[src/rtl/par2ser_16.sv]
// Parallel-to-serial converter: loads one WIDTH-bit word, emits it LSB-first
// with a valid/ready handshake on the serial side and a Done flag on the MSB.
module par2ser_16 #(
  parameter int unsigned WIDTH = 16,
  parameter int unsigned CNT_W = 4
) (
  input  logic             clk,
  input  logic             rst,
  input  logic [WIDTH-1:0] InData,
  input  logic             InValid,
  output logic             InReady,
  output logic             SerOut,
  output logic             SerValid,
  input  logic             SerReady,
  output logic             Done,
  output logic             Busy
);

  typedef enum logic {IDLE = 1'b0, SHIFT = 1'b1} state_t;

  state_t           state, state_nxt;
  logic [WIDTH-1:0] shreg, shreg_nxt;
  logic [CNT_W-1:0] cnt, cnt_nxt;
  logic             load, xfer, last;

  // Outputs depend only on registered state, gated off while reset is held
  always_comb begin
    InReady  = !rst && (state == IDLE);
    Busy     = !rst && (state == SHIFT);
    SerValid = Busy;
    SerOut   = Busy && shreg[0];
    Done     = Busy && last;
  end

  assign last = (cnt == CNT_W'(WIDTH - 1));
  assign load = (state == IDLE) && InValid;
  assign xfer = (state == SHIFT) && SerReady;

  // Per-bit 2:1 select between load data and the upper neighbour
  for (genvar i = 0; i < WIDTH; i++) begin : g_bit
    logic sh_in;
    if (i == WIDTH - 1) begin : g_top
      assign sh_in = 1'b0;
    end else begin : g_mid
      assign sh_in = shreg[i+1];
    end
    assign shreg_nxt[i] = load ? InData[i] : (xfer ? sh_in : shreg[i]);
  end

  always_comb begin
    state_nxt = state;
    cnt_nxt   = cnt;
    case (state)
      IDLE: begin
        if (load) begin
          state_nxt = SHIFT;
          cnt_nxt   = '0;
        end
      end
      SHIFT: begin
        if (xfer) begin
          if (last) begin
            state_nxt = IDLE;
            cnt_nxt   = '0;
          end else begin
            cnt_nxt = cnt + CNT_W'(1);
          end
        end
      end
      default: state_nxt = IDLE;
    endcase
  end

  always_ff @(posedge clk) begin
    if (rst) begin
      state <= IDLE;
      shreg <= '0;
      cnt   <= '0;
    end else begin
      state <= state_nxt;
      shreg <= shreg_nxt;
      cnt   <= cnt_nxt;
    end
  end

endmodule

[config.mk]
export PLATFORM = sky130hd
export DESIGN_NAME = par2ser_16
export DESIGN_NICKNAME = d
export VERILOG_FILES = /design/src/rtl/par2ser_16.sv
export SDC_FILE = /design/constraint.sdc
export NUM_CORES = 1
export LEC_CHECK = 0
export CORE_MARGIN = 3
export CORE_UTILIZATION = 50
export CTS_BUF_LIST = sky130_fd_sc_hd__clkbuf_8 sky130_fd_sc_hd__clkbuf_16
export CTS_CLUSTER_DIAMETER = 80
export DETAILED_ROUTE_END_ITERATION = 8
export GPL_TIMING_DRIVEN = 0
export PLACE_DENSITY = 0.81
export SYNTH_ARGS = -nofsm -noshare
export SYNTH_HDL_FRONTEND = slang
export SYNTH_SLANG_ARGS = --single-unit
export TNS_END_PERCENT = 10
[constraint.sdc]
create_clock -name clk -period 2 [get_ports clk]
set_input_delay 0.2 -clock clk [delete_from_list [all_inputs] [get_ports clk]]
set_output_delay 0.2 -clock clk [all_outputs]
set_load 0.02 [all_outputs]
==> results by group <==
Yosys
  – Yosys cell types: 28
  – Complex-gate fraction of the synthesized area: 0.202
  – Synth Instances: 114
  – XOR/XNOR Fraction of Synth Area: 0.00895
  – Post-synth top flop: dfxtp_1
  – Post-Synth Simple-Gate Area: 0.252
  – Synth area leader: dfxtp_1
  – Ys Warns: 0
  – Largest family of logic cells by synthesized area: simple AND/OR/NAND/NOR gates
  – Most frequent cell after synthesis: nand2_1
  – Post-synthesis mux area share: 0.0141
  – Register bit total from synthesis: 21
  – Post-synthesis adder-cell area fraction: 0.0128
  – Avg Synthesized Cell Area: 8.58 um2
  – Mapped cell area: 978 um2
  – Synth top area cells: dfxtp_1 (43%), nand2_1 (11%), a311oi_1 (7.2%)
  – Post-synth top cells: nand2_1 (29), dfxtp_1 (21), nor2_1 (15)
  – Synth async-reset ratio: 0
  – Sequential share of the synthesized area: 0.430
  – Syn Nets: 135
  – Yosys top cell area share: 0.430
  – Post-synth EDFFs: 0

Global routing
  – Initial antenna violation count: 0
  – Pin count of the biggest net entering global routing: 12
  – GRT Util Overall: 0.194
  – First-pass GRT wire length: 3830 um
  – GRT Residual Overflow: 0
  – Vias in the first global route: 868

CTS
  – Htree depth: 1
  – Clock slew at reported path FFs: 0.08 ns
  – Post-CTS Resized: 2
  – CTS Buf Count: 3
  – Clk sinks: 21
  – Clock Path Buffers: 2
  – CTS tree: built
  – Worst-Skew Late Latency: 0.25 ns
  – Number of post-CTS setup repair buffers: 0
  – Root buffer cell: clkbuf_8
  – Hold buffers post-CTS: 0

Route
  – Pre-Repair DR Iteration Count: 4
  – DRC viols: 0
  – Final wirelength: 2240 um
  – DR vias: 931
  – WL per Instance: 13.4 um
  – Detail Route Antenna Nets: 0
  – DRT iter0 DRCs: 23
  – Vias/cell: 5.57

STA
  – Setup TNS: 0 ns
  – Post-route setup slack: 0.156 ns
  – Final period utilization: 0.922
  – Hold Violations, Final: 0
  – Fin. max-slew vios: 0
  – Clk_skew: 0.00592 ns
  – Post-layout min period: 1.84 ns
  – Setup violators final: 0
  – Max-slew headroom: 0.684
  – Slew @ Worst Pin: 0.465 ns
  – RSZ-0062 raised after global routing: no
  – Fmax: 542 MHz

Die
  – Die height: 50.2 um
  – Area of the die: 2520 um2
  – Die Wd: 50.2 um
  – IO Count: 25
  – Total core area: 1780 um2
  – FP Rows: 15
  – Initial Utilization: 0.549

Status
  – Status: completed

Cells and area
  – Layout area overhead: 32.5%
  – FILL cells: 147
  – Layout cells sized above 1: 0.120
  – Antenna cells: 0
  – Nets: 164

Worst setup path
  – Critical path arrival: 1.64 ns
  – Max FO, Critical Path: 10
  – Crit path launch type: flip-flop
  – Crit end category: output port
  – Crit Path Class: reg2out
  – CP Data Required Time: 1.80 ns

Power and ir drop
  – Power Dens Cells: 683 nW/um2
  – P_leak: 0.000470 uW
  – Worst VDD drop: 0.461 mV
  – Total power: 885 uW

Placement
  – Routability cong.: 0.807
  – Setup WS pre-CTS: -0.0978 ns
  – Final HPWL DP: 1610 um
  – # port buffers: 24

Worst hold path
  – Hold crit path type: reg2reg

Flow run
  – Max-cap viol count: 0
## layout by cell type (no fill, tap or decap), types with 3 or more instances in the layout
cell              n
nand3_1           3
a311oi_1          8
clkdlybuf4s50_1  23
nor2_1           15
dfxtp_1          21
a311oi_2          3
nand2_1          29
a21oi_1           5
a22oi_1           6
clkbuf_8          3
## final cells by class
cell class | count | area, um2 | share of cell area
Tap cell | 25 | 31.3 | 0.0241
Buffer | 9 | 81.3 | 0.0627
Timing Repair Buffer | 24 | 239 | 0.184
Clock buffer | 3 | 41.3 | 0.0319
Multi-Input combinational cell | 84 | 479 | 0.370
Clock inverter | 1 | 3.75 | 0.00290
Sequential cell | 21 | 420 | 0.324
## layer usage
layer  track usage  up-vias  share of wire
met5             0        -              0
met4        0.0507        0              0
met3        0.0445        0          0.061
met2         0.341       31           0.50
met1         0.235      444           0.44
li1              -      456              -
## worst max-delay path, stage by stage, from the launching register on
cell and delay (ns):
dfxtp_1 0.33, buf_6 0.13, nor2b_1 0.19, and2_1 0.15, clkdlybuf4s50_1 0.59
## final timing paths
| check | start | end | slack (ns) | cells after the start |
|---|---|---|---|---|
| setup / recovery | state$_SDFF_PP0_ | SerOut | 0.16 | 4 |
| hold / removal | shreg[6]$_SDFFE_PP0P_ | shreg[6]$_SDFFE_PP0P_ | 0.46 | 2 |
| setup reg to reg | state$_SDFF_PP0_ | shreg[1]$_SDFFE_PP0P_ | 0.75 | 5 |
| hold reg to reg | shreg[6]$_SDFFE_PP0P_ | shreg[6]$_SDFFE_PP0P_ | 0.46 | 2 |
## power breakdown
| group | total (uW) | leakage [uW] | switching, uW | internal (uW) |
|---|---|---|---|---|
| Sequential | 460 | 0.000173 | 14.6 | 445 |
| Combinational | 160 | 0.000270 | 75.0 | 85.4 |
| Clock | 265 | 0.0000269 | 129 | 136 |
| Total | 885 | 0.000470 | 218 | 667 |
## registers in the layout, summed over array words and instances, names as in the netlist
signal  cells
cnt         4
shreg      16
state       1
## stage by stage
step	std cells	utilization	hold slack, ns	instance area [um2]
after detailed placement	163	0.701	0.452	1250
final	167	0.727	0.458	1300
after CTS	167	0.726	0.462	1290
after global placement	163	0.701	0.443	1250
after floorplan	114	-	0.272	978
after global routing	167	0.727	0.483	1300
## cells by family after synthesis
group                      count (synthesis)
adders and majority gates                  1
DFF                                       21
buffers and inverters                      9
muxes                                      1
AOI/OAI and AO/OA                         24
and+or+nand+nor                           57
xor gates and xnor gates                   1
No activity file was read; power rests on OpenSTA's default activity.
